## src/rtl/bcd_split_seq_pkg.sv

```systemverilog
// Shared definitions for the sequential binary-to-BCD converter.
package bcd_split_seq_pkg;

  localparam int BCD_W = 4;

  typedef enum logic [1:0] {
    ST_IDLE = 2'd0,
    ST_CONV = 2'd1,
    ST_DONE = 2'd2
  } state_t;

endpackage

```

## src/rtl/bcd_split_seq_adj3.sv

```systemverilog
// Per-digit shift-and-add-3 correction: values 5..15 get +3, modulo 16.
module bcd_adj3
  import bcd_split_seq_pkg::*;
(
  input  logic [BCD_W-1:0] val,
  output logic [BCD_W-1:0] adj
);

  always_comb begin
    adj = val;
    if (val >= BCD_W'(5)) adj = val + BCD_W'(3);
  end

endmodule

```

## src/rtl/bcd_split_seq.sv

```systemverilog
// Iterative binary-to-BCD converter, one input bit per clock, with start/done handshake.
//   state   | meaning
//   IDLE    | waiting for start, outputs hold last result
//   CONV    | shifting one binary bit per cycle into the BCD register
//   DONE    | one-cycle result strobe, may accept a new start
module bcd_split_seq
  import bcd_split_seq_pkg::*;
#(
  parameter int WIDTH  = 5,
  parameter int DIGITS = 2
) (
  input  logic                    clk,
  input  logic                    rst,
  input  logic                    start,
  input  logic [WIDTH-1:0]        bin_in,
  output logic                    busy,
  output logic                    done,
  output logic [BCD_W*DIGITS-1:0] bcd_out,
  output logic                    overflow
);

  localparam int BW = BCD_W * DIGITS;
  localparam int CW = $clog2(WIDTH + 1);

  state_t           state, state_nxt;
  logic [WIDTH-1:0] bin_sr;
  logic [BW-1:0]    bcd_w;
  logic [BW-1:0]    adj;
  logic [BW-1:0]    bcd_shift;
  logic [CW-1:0]    cnt;
  logic             sticky;
  logic             sticky_nxt;
  logic             accept;
  logic             last;

  for (genvar g = 0; g < DIGITS; g++) begin : g_adj
    bcd_adj3 u_adj (
      .val (bcd_w[g*BCD_W +: BCD_W]),
      .adj (adj[g*BCD_W +: BCD_W])
    );
  end

  assign accept     = start && (state == ST_IDLE || state == ST_DONE);
  assign last       = (state == ST_CONV) && (cnt == CW'(1));
  assign bcd_shift  = {adj[BW-2:0], bin_sr[WIDTH-1]};
  // A bit leaving the top digit means the value needs more than DIGITS digits.
  assign sticky_nxt = sticky | adj[BW-1];

  assign busy = (state == ST_CONV);
  assign done = (state == ST_DONE);

  always_ff @(posedge clk) begin
    if (rst) state <= ST_IDLE;
    else     state <= state_nxt;
  end

  always_comb begin
    state_nxt = state;
    case (state)
      ST_IDLE: if (start) state_nxt = ST_CONV;
      ST_CONV: if (cnt == CW'(1)) state_nxt = ST_DONE;
      ST_DONE: state_nxt = start ? ST_CONV : ST_IDLE;
      default: state_nxt = ST_IDLE;
    endcase
  end

  always_ff @(posedge clk) begin
    if (rst) begin
      bin_sr   <= '0;
      bcd_w    <= '0;
      cnt      <= '0;
      sticky   <= 1'b0;
      bcd_out  <= '0;
      overflow <= 1'b0;
    end else if (accept) begin
      bin_sr <= bin_in;
      bcd_w  <= '0;
      cnt    <= CW'(WIDTH);
      sticky <= 1'b0;
    end else if (state == ST_CONV) begin
      bin_sr <= bin_sr << 1;
      bcd_w  <= bcd_shift;
      cnt    <= cnt - CW'(1);
      sticky <= sticky_nxt;
      if (last) begin
        bcd_out  <= sticky_nxt ? {DIGITS{4'h9}} : bcd_shift;
        overflow <= sticky_nxt;
      end
    end
  end

endmodule

```

## config.mk

```make
export PLATFORM = sky130hd
export DESIGN_NAME = bcd_split_seq
export DESIGN_NICKNAME = d
export VERILOG_FILES = /design/src/rtl/bcd_split_seq_pkg.sv /design/src/rtl/bcd_split_seq_adj3.sv /design/src/rtl/bcd_split_seq.sv
export SDC_FILE = /design/constraint.sdc
export NUM_CORES = 1
export LEC_CHECK = 0
export ABC_CLOCK_PERIOD_IN_PS = 2100
export CAP_MARGIN = 20
export CORE_UTILIZATION = 53
export DETAILED_ROUTE_END_ITERATION = 16
export GPL_ROUTABILITY_DRIVEN = 0
export GPL_TIMING_DRIVEN = 0
export PLACE_DENSITY = 0.78
export SYNTH_ARGS = -nofsm -noshare
export SYNTH_HDL_FRONTEND = slang
export SYNTH_SLANG_ARGS = --single-unit
```

## constraint.sdc

```tcl
create_clock -name clk -period 2.1 [get_ports clk]
set_input_delay 0.315 -clock clk [delete_from_list [all_inputs] [get_ports clk]]
set_output_delay 0.315 -clock clk [all_outputs]
set_load 0.005 [all_outputs]
```

==> results of run 1 <==
cell type report:
cell class | instances | area (um^2)
buffer | 6 | 23.8
inverter | 9 | 38.8
sequential | 28 | 561
timing repair buffer | 17 | 170
clock buffer | 3 | 22.5
multi-input combinational | 106 | 721
clock inverter | 1 | 30.0
tap | 28 | 35.0
fill | 183 | 696
Yosys cell counts, drive strengths merged:
cell type  instances
ha                 6
a311oi             4
inv                8
nor3b              5
o21ai              3
nand3              1
nor2b              1
and3               1
nand2b             8
nor2              15
a211o              1
o41ai              1
a41o               1
xnor2              1
clkbuf             5
buf                2
nor3               6
o22ai              3
xor2               1
a31oi              1
a2111oi            1
o21ba              3
a21oi              9
nand2              8
o32ai              2
clkinv             1
or3                2
a21o               4
dfxtp             28
mux2i              1
and2               5
a211oi            11
or3b               1
worst max-delay path, stage by stage, from the launching register on:
cell                              delay [ps]
sky130_fd_sc_hd__dfxtp_1                 340
sky130_fd_sc_hd__nand2b_2                250
sky130_fd_sc_hd__clkinv_4                160
sky130_fd_sc_hd__clkdlybuf4s50_1         520
state kept, by name, summed over array words and instances, names as in the netlist:
register / cells
cnt: 3
bin_sr: 5
bcd_out: 8
overflow: 1
state: 2
sticky: 1
bcd_w: 8
power by group:
| part | switching [mW] | internal (mW) |
|---|---|---|
| Combinational | 0.0993 | 0.0828 |
| Clock | 0.160 | 0.193 |
| Sequential | 0.0251 | 0.562 |
what timing repair did:
| item | CTS | global route |
|---|---|---|
| gates resized for setup | 2 | 2 |
| cloned | 0 | 0 |
| buffers inserted | 0 | 0 |
| endpoints found under the setup margin | 1 | 4 |
per-layer routing:
| metal | wire length [um] | vias up | GRT usage |
|---|---|---|---|
| li1 | - | 581 | - |
| met1 | 1270 | 539 | 0.286 |
| met2 | 1290 | 26 | 0.395 |
| met3 | 97 | 4 | 0.0638 |
| met4 | 31 | 0 | 0.0833 |
| met5 | 0 | - | 0 |
cell families after synthesis:
logic type	after synthesis
muxes	1
and+or+nand+nor	53
adders and majority gates	6
buffers and inverters	16
xor gates and xnor gates	2
DFF	28
AOI/OAI and AO/OA	44
worst paths after layout:
path	from	endpoint	slack, ps
hold / removal	rst	bin_sr[1]$_SDFFE_PP0P_	410
setup / recovery	state[1]$_SDFFE_PP0P_	busy	180
setup reg to reg	bcd_w[4]$_SDFFE_PP0P_	bcd_out[7]$_SDFFE_PP0P_	240
hold reg to reg	bin_sr[4]$_SDFFE_PP0P_	bcd_w[0]$_SDFFE_PP0P_	500
==> impl_metrics.tcl, run 1 <==
set metrics [dict create \
    yosys.area_share.simple 0.211 \
    synth_seq_area_share 0.419 \
    post-route-period-util 0.913 \
    yosys-top-cells-area "sky130_fd_sc_hd__dfxtp_1 (42%), sky130_fd_sc_hd__a211oi_1 (6.2%), sky130_fd_sc_hd__ha_1 (5.6%)" \
    start_kind "flip-flop" \
    final-setup-viol-count 0 \
    clock_skew_ps 5.44 \
    layout_common_cells "sky130_fd_sc_hd__dfxtp_1 (28), sky130_fd_sc_hd__clkdlybuf4s50_1 (17), sky130_fd_sc_hd__nor2_1 (15)" \
    diodes 0 \
    hold_ws_ps 408 \
    final.min_clock_period_ps 1920 \
    first_pass_iters 4 \
    first_global_vias 1058 \
    grt_util_all_layers 0.235 \
    place_ws_ps 181 \
    report.final.slew_viol_count 0 \
    synth_top_cell_area_share 0.419 \
    maxCapViolations 0 \
    layout.cells.non_filler 198 \
    die_h_um 52.2 \
    critical_path.endpoint_type "output port" \
    buffer_ports.inserted 17 \
    post_synth.cell_area_avg_um2 8.91 \
    std_cell_rows 17 \
    area_growth_syn_to_layout_pct 19.9 \
    placed_area_um2 1540 \
    detailed_place_hpwl_um 1950 \
    yosys-mux-area-fraction 0.00749 \
    post_cts_hold_fix_bufs 0 \
    layout_setup_ws_ps 184 \
    worst-endpoint-required_ps 1780 \
    count_of_nets_after_finishing 185 \
    r2r.worst_path.cells 6 \
    final_core_utilization 0.697 \
    power.static_leakage_nw 0.595 \
    clkSlewWorstSetupHoldPaths_ps 150 \
    core_region_area_um2 2300 \
    cts_num_sinks 28 \
    clockBufferDepth 2 \
    final_hold_viol_count 0 \
    cts.htree.levels 1 \
    total_power_density_per_cell_area_nw_per_um2 701 \
    drive_above_1_share 0.106 \
    synth-adder-area-share 0.0562 \
    clk-insertion-delay-late_ps 330 \
    power.total_mw 1.12 \
    synth_nets 164 \
    cell_taking_the_most_area_after_synthesis "sky130_fd_sc_hd__dfxtp_1" \
    instance_count_of_the_mapped_netlist 150 \
    synth_compound_area_frac 0.246 \
    cts_made_buffers 3 \
    grt_first_pass_wirelength_um 4680 \
    number_of_placed_i_o_pins 19 \
    run_status "finished, final reports clean" \
    area_of_the_die_um2 2730 \
    max_clock_freq_mhz 522 \
    vdd.ir_drop.worst_uv 607 \
    antenna_violations_before_repair 0 \
    yosys.cell_types.count 37 \
    critical_path_peak_fanout 18 \
    drt-total-wl_um 2690 \
    maximum_number_of_pins_on_one_net_before_global_route_repair 19 \
    yosys.area_share.xor_xnor 0.0131 \
    hold_depth 2 \
    yosysWarnings 0 \
    routedWlPerCell_um 13.6 \
    timing_worst_slew_pin_value_ps 542 \
    max_slew_headroom_at_the_worst_pin 0.639 \
    die_x_um 52.2 \
    routed_vias 1150 \
    postRouteAntennaNets 0 \
    post-route-cell-area_um2 1600 \
    via_per_inst 5.81 \
    numPlacedInstances 195 \
    drc_errors 0 \
    clock_tree.root_cell "sky130_fd_sc_hd__clkbuf_4" \
    commonest_non_fill_non_tap_cell_in_the_layout "sky130_fd_sc_hd__dfxtp_1" \
    clock_tree_from_tritoncts "built" \
    fin_tns_setup_ps 0 \
    crit_path_category "reg2out" \
    grt-ovfl-total 0 \
    worstPathArrival_ps 1600 \
    synth-seq-cells 28 \
    first_iter_violations 21 \
    synth.cell_area_um2 1340 \
    main_combinational_cell_family_by_area_after_synthesis "compound AO/OA/AOI/OAI gates" \
    worst_hold_class "in2reg" \
    start_util 0.582 \
]
Note: power is estimated with default switching activity, not from simulation.
==> run 2, diff against run 1 <==
--- a/config.mk
+++ b/config.mk
@@ -5,13 +5,12 @@
 export SDC_FILE = /design/constraint.sdc
 export NUM_CORES = 1
 export LEC_CHECK = 0
-export ABC_CLOCK_PERIOD_IN_PS = 2100
 export CAP_MARGIN = 20
-export CORE_UTILIZATION = 53
+export CORE_UTILIZATION = 48
 export DETAILED_ROUTE_END_ITERATION = 16
 export GPL_ROUTABILITY_DRIVEN = 0
 export GPL_TIMING_DRIVEN = 0
-export PLACE_DENSITY = 0.78
+export PLACE_DENSITY = 0.72
 export SYNTH_ARGS = -nofsm -noshare
 export SYNTH_HDL_FRONTEND = slang
 export SYNTH_SLANG_ARGS = --single-unit
==> run 2 against run 1 <==
Compared with the run above:
- final area grew 0.16%
- maximum frequency shrank 1.2%
- critical path depth is the same
- sequential share of layout area shrank 0.055 points
- sequential power is essentially flat
- global-route usage shrank 2.3 points
- final cell count grew 1.0%
- critical endpoint unchanged
- highest routed layer unchanged
==> impl_metrics.tcl, run 2 (synthesis gave the netlist of run 1 again) <==
set metrics [dict create \
    final_hold_viol_count 0 \
    top_regs "bcd_out x8, bcd_w x8, bin_sr x5" \
    post-cts-setup-buffers 0 \
    final-setup-viol-count 0 \
    area_growth_syn_to_layout_pct 20.0 \
    place_ws_ps 103 \
    num-fill-cells 226 \
    first_global_vias 990 \
    post-route-cell-area_um2 1600 \
    rsz0062_at_grt "false" \
    clkSlewWorstSetupHoldPaths_ps 150 \
    critical_path_peak_fanout 18 \
    critical_path.endpoint_type "output port" \
    placed_area_um2 1540 \
    power.static_leakage_nw 0.595 \
    die_x_um 54.8 \
    routed_vias 1156 \
    count_of_nets_after_finishing 185 \
    total_power_density_per_cell_area_nw_per_um2 699 \
    drc_errors 0 \
    max_clock_freq_mhz 516 \
    cts_made_buffers 3 \
    start_util 0.525 \
    std_cell_rows 18 \
    cts.htree.levels 1 \
    worst_hold_class "in2reg" \
    clock_tree.root_cell "sky130_fd_sc_hd__clkbuf_4" \
    r2r_start "bcd_w[4]$_SDFFE_PP0P_" \
    die_h_um 54.8 \
    routedWlPerCell_um 13.8 \
    final_core_utilization 0.630 \
    detailed_place_hpwl_um 2090 \
    postRouteAntennaNets 0 \
    drt-total-wl_um 2750 \
    run_status "finished, final reports clean" \
    grt_util_all_layers 0.211 \
    worstPathArrival_ps 1620 \
    maxCapViolations 0 \
    crit_path_category "reg2out" \
    crit_path_top_delay_cell "sky130_fd_sc_hd__clkdlybuf4s50_1" \
    diodes 0 \
    maximum_number_of_pins_on_one_net_before_global_route_repair 19 \
    clock_skew_ps 9.87 \
    first_iter_violations 36 \
    via_per_inst 5.78 \
    number_of_placed_i_o_pins 19 \
    layout_setup_ws_ps 160 \
    drive_above_1_share 0.106 \
    cts_num_sinks 28 \
    antenna_violations_before_repair 0 \
    first_pass_iters 4 \
    power.total_mw 1.12 \
    critPathMaxStageDelay_ps 520 \
    post-route-period-util 0.924 \
    timing_worst_slew_pin_value_ps 511 \
    fin_tns_setup_ps 0 \
    clock_tree_from_tritoncts "built" \
    start_kind "flip-flop" \
    path_cells "nand2b_2, clkinv_4, clkdlybuf4s50_1" \
    clk-insertion-delay-late_ps 330 \
    report.final.slew_viol_count 0 \
    grt-ovfl-total 0 \
    worst_setup_path_startpoint "state[1]$_SDFFE_PP0P_" \
    buffer_ports.inserted 17 \
    startpoint_of_the_worst_hold_path "rst" \
    vdd.ir_drop.worst_uv 549 \
    area_of_the_die_um2 3000 \
    layout_common_cells "sky130_fd_sc_hd__dfxtp_1 (28), sky130_fd_sc_hd__clkdlybuf4s50_1 (17), sky130_fd_sc_hd__nor2_1 (15)" \
    core_region_area_um2 2540 \
    clockBufferDepth 2 \
    grt_first_pass_wirelength_um 4450 \
    commonest_non_fill_non_tap_cell_in_the_layout "sky130_fd_sc_hd__dfxtp_1" \
    worst-endpoint-required_ps 1780 \
    final.min_clock_period_ps 1940 \
    max_slew_headroom_at_the_worst_pin 0.659 \
]
## run 2: cell counts in the layout (fill, tap and decap cells not counted)
Identical to the previous run, type by type.
## run 2: final timing paths
check	to	slack, ps	depth (start not counted)
worst min-delay path	bcd_out[4]$_SDFFE_PP0P_	400	2
worst max register to register	bcd_out[3]$_SDFFE_PP0P_	220	6
worst max-delay path	busy	160	3
worst min register to register	bin_sr[1]$_SDFFE_PP0P_	490	2
## run 2: stage by stage
| stage | hold WS [ps] | cells |
|---|---|---|
| after floorplan | 440 | 150 |
| after global placement | 453 | 197 |
| after detailed placement | 464 | 197 |
| after CTS | 404 | 200 |
| after global routing | 429 | 200 |
| final | 398 | 200 |
## run 2: report_power, final
group          total (mW)  switching (mW)  leakage [nW]  internal, mW
clock network       0.351           0.158        0.0279         0.193
logic               0.183           0.100         0.338        0.0826
registers           0.588          0.0261         0.228         0.562
## run 2: area by class of cell
type / instances / area [um^2] / area share
inverter: 9 / 38.8 / 0.0242
tap: 30 / 37.5 / 0.0234
buffer: 6 / 23.8 / 0.0148
clock buffer: 3 / 22.5 / 0.0140
timing repair buffer: 17 / 170 / 0.106
multi-input combinational: 106 / 721 / 0.449
sequential: 28 / 561 / 0.349
clock inverter: 1 / 30.0 / 0.0187
## run 2: routing by layer
layer	global-route usage	routed length, um	up-vias
met2	0.333	1310	20
met3	0.0306	91	4
met5	0	0	-
met1	0.285	1320	550
li1	-	-	582
met4	0.0855	29	0
## run 2: worst max-delay path: cells and delay by family, from the launching register on
kind	cells	cell delay [ps]
DFF	1	340
and+or+nand+nor	1	260
buffers and inverters	2	690
## run 2: timing repair
item	CTS	global route
hold buffers	0	0
cloned	0	0
setup endpoints to repair	1	2
gates resized for setup	2	2
==> run 3, diff against run 2 <==
--- a/config.mk
+++ b/config.mk
@@ -10,7 +10,7 @@
 export DETAILED_ROUTE_END_ITERATION = 16
 export GPL_ROUTABILITY_DRIVEN = 0
 export GPL_TIMING_DRIVEN = 0
-export PLACE_DENSITY = 0.72
+export PLACE_DENSITY = 0.74
 export SYNTH_ARGS = -nofsm -noshare
 export SYNTH_HDL_FRONTEND = slang
 export SYNTH_SLANG_ARGS = --single-unit
==> constraint.sdc (replaced) <==
create_clock -name clk -period 1.75 [get_ports clk]
set_input_delay 0.2625 -clock clk [delete_from_list [all_inputs] [get_ports clk]]
set_output_delay 0.2625 -clock clk [all_outputs]
set_load 0.005 [all_outputs]
==> run 3 against run 2 <==
Compared with the run above:
- first-iteration DRC count decreased by 33%
- clock-buffer cell count did not move
- setup slack lost 100 ps
- critical path type is now reg2reg
- largest power group unchanged
- highest routed layer unchanged
==> impl_metrics.tcl, run 3 (synthesis gave the netlist of run 1 again) <==
set metrics [dict create \
    clock_skew_ps 11.6 \
    power.total_mw 1.38 \
    first_iter_violations 24 \
    report.final.slew_viol_count 0 \
    max_clock_freq_mhz 591 \
    area_of_the_die_um2 3000 \
    cts_made_buffers 3 \
    layout.cells.non_filler 206 \
    critPathMaxStageDelay_ps 430 \
    timing_worst_slew_pin_value_ps 520 \
    crit_path_category "reg2reg" \
    worstPathArrival_ps 1940 \
    fin_tns_setup_ps 0 \
    crit_path_top_delay_cell "sky130_fd_sc_hd__or3_4" \
    layout_common_cells "sky130_fd_sc_hd__dfxtp_1 (26), sky130_fd_sc_hd__clkdlybuf4s50_1 (17), sky130_fd_sc_hd__nor2_1 (15)" \
    first_pass_iters 5 \
    clock_tree.root_cell "sky130_fd_sc_hd__clkbuf_4" \
    detailed_place_hpwl_um 2040 \
    count_of_nets_after_finishing 191 \
    drc_errors 0 \
    path_cells "inv_2, ha_2, nand2b_4, nor3b_4, or3_4, o41ai_4" \
    clkSlewWorstSetupHoldPaths_ps 160 \
    number_of_placed_i_o_pins 19 \
    worst-endpoint-required_ps 1990 \
    clock_tree_from_tritoncts "built" \
    commonest_non_fill_non_tap_cell_in_the_layout "sky130_fd_sc_hd__dfxtp_1" \
    power.static_leakage_nw 0.634 \
    critical_path.endpoint_type "flip-flop" \
    start_util 0.525 \
    top_cell_family_by_delay_on_the_critical_path "simple AND/OR/NAND/NOR gates" \
    maximum_number_of_pins_on_one_net_before_global_route_repair 18 \
    die_h_um 54.8 \
    cts_num_sinks 28 \
    grt_util_all_layers 0.213 \
    diodes 0 \
    max_slew_headroom_at_the_worst_pin 0.653 \
    vdd.ir_drop.worst_uv 499 \
    final_hold_viol_count 0 \
    worst_setup_path_startpoint "bcd_w[5]$_SDFFE_PP0P_" \
    buffer_and_inverter_count_on_the_worst_path 1 \
    run_status "finished, final reports clean" \
    numPlacedInstances 197 \
    critical_path_peak_fanout 4 \
    drt-total-wl_um 3000 \
    reg2reg_slack_ps 60 \
    routedWlPerCell_um 14.6 \
    grt_first_pass_wirelength_um 4580 \
    grt-ovfl-total 0 \
    std_cell_rows 18 \
    drive_above_1_share 0.182 \
    first_global_vias 1004 \
    postRouteAntennaNets 0 \
    post-route-period-util 0.966 \
    crit_cells 6 \
    clk-insertion-delay-late_ps 330 \
    core_region_area_um2 2540 \
    critical_path.endpoint "bcd_out[5]$_SDFFE_PP0P_" \
    r2r_start "bcd_w[5]$_SDFFE_PP0P_" \
    total_power_density_per_cell_area_nw_per_um2 809 \
    routed_vias 1201 \
    via_per_inst 5.83 \
    area_growth_syn_to_layout_pct 28.0 \
    cts.htree.levels 1 \
    final.min_clock_period_ps 1690 \
    start_kind "flip-flop" \
    crit-reg2reg-capture "bcd_out[5]$_SDFFE_PP0P_" \
    die_x_um 54.8 \
    startpoint_of_the_worst_hold_path "rst" \
    antenna_violations_before_repair 0 \
    r2r.worst_path.cells 6 \
    top_regs "bcd_out x8, bcd_w x8, bin_sr x5" \
    maxCapViolations 0 \
    buffer_ports.inserted 17 \
    final-setup-viol-count 0 \
    clockBufferDepth 2 \
    worst_hold_class "in2reg" \
]
## run 3: changes by cell type in the layout (fill, tap and decap cells not counted), moves of 2 or more
cell                       previous run  this run
sky130_fd_sc_hd__buf_4                0         6
sky130_fd_sc_hd__dfxtp_1             28        26
sky130_fd_sc_hd__ha_1                 6         4
sky130_fd_sc_hd__nand2b_4             0         2
## run 3: how the worst min path moves through the flow
stage | endpoint | slack [ps] | depth (start not counted)
finish | bin_sr[1]$_SDFFE_PP0P_ | 340 | 2
global route | bin_sr[1]$_SDFFE_PP0P_ | 360 | 2
CTS | bin_sr[1]$_SDFFE_PP0P_ | 340 | 2
detailed placement | sticky$_SDFFE_PP0P_ | 450 | 2
global placement | sticky$_SDFFE_PP0P_ | 450 | 2
floorplan | sticky$_SDFFE_PP0P_ | 440 | 2
## run 3: metal layers
| metal | global-route usage | share of wire |
|---|---|---|
| met5 | 0 | 0 |
| met4 | 0.0641 | 0.011 |
| met3 | 0.0306 | 0.044 |
| met2 | 0.343 | 0.49 |
| met1 | 0.291 | 0.45 |
## run 3: metrics by stage
stage | cell area (um^2) | util | worst slack, ps | hold WS, ps
final | 1710 | 0.672 | 58.7 | 342
after floorplan | 1340 | - | 85.6 | 440
after global routing | 1710 | 0.672 | -25.8 | 358
after global placement | 1540 | 0.607 | -225 | 452
after CTS | 1650 | 0.649 | 3.16 | 336
after detailed placement | 1540 | 0.607 | -308 | 452
## run 3: layout make-up
| class | count | area (um^2) |
|---|---|---|
| Buffer | 6 | 23.8 |
| Clock buffer | 3 | 22.5 |
| Clock inverter | 1 | 30.0 |
| Fill cell | 205 | 835 |
| Inverter | 9 | 38.8 |
| Multi-Input combinational cell | 106 | 777 |
| Sequential cell | 28 | 566 |
| Tap cell | 30 | 37.5 |
| Timing Repair Buffer | 23 | 215 |
## run 3: power breakdown
group / switching [mW] / internal, mW
combinational: 0.133 / 0.120
sequential: 0.0308 / 0.674
clock: 0.195 / 0.232
total: 0.359 / 1.03
## run 3: repair_timing
action,4_1_cts,5_1_grt
setup buffers,4,2
gates resized for setup,9,9
pin swaps,0,2
hold buffers,0,0
setup endpoints to repair,10,11
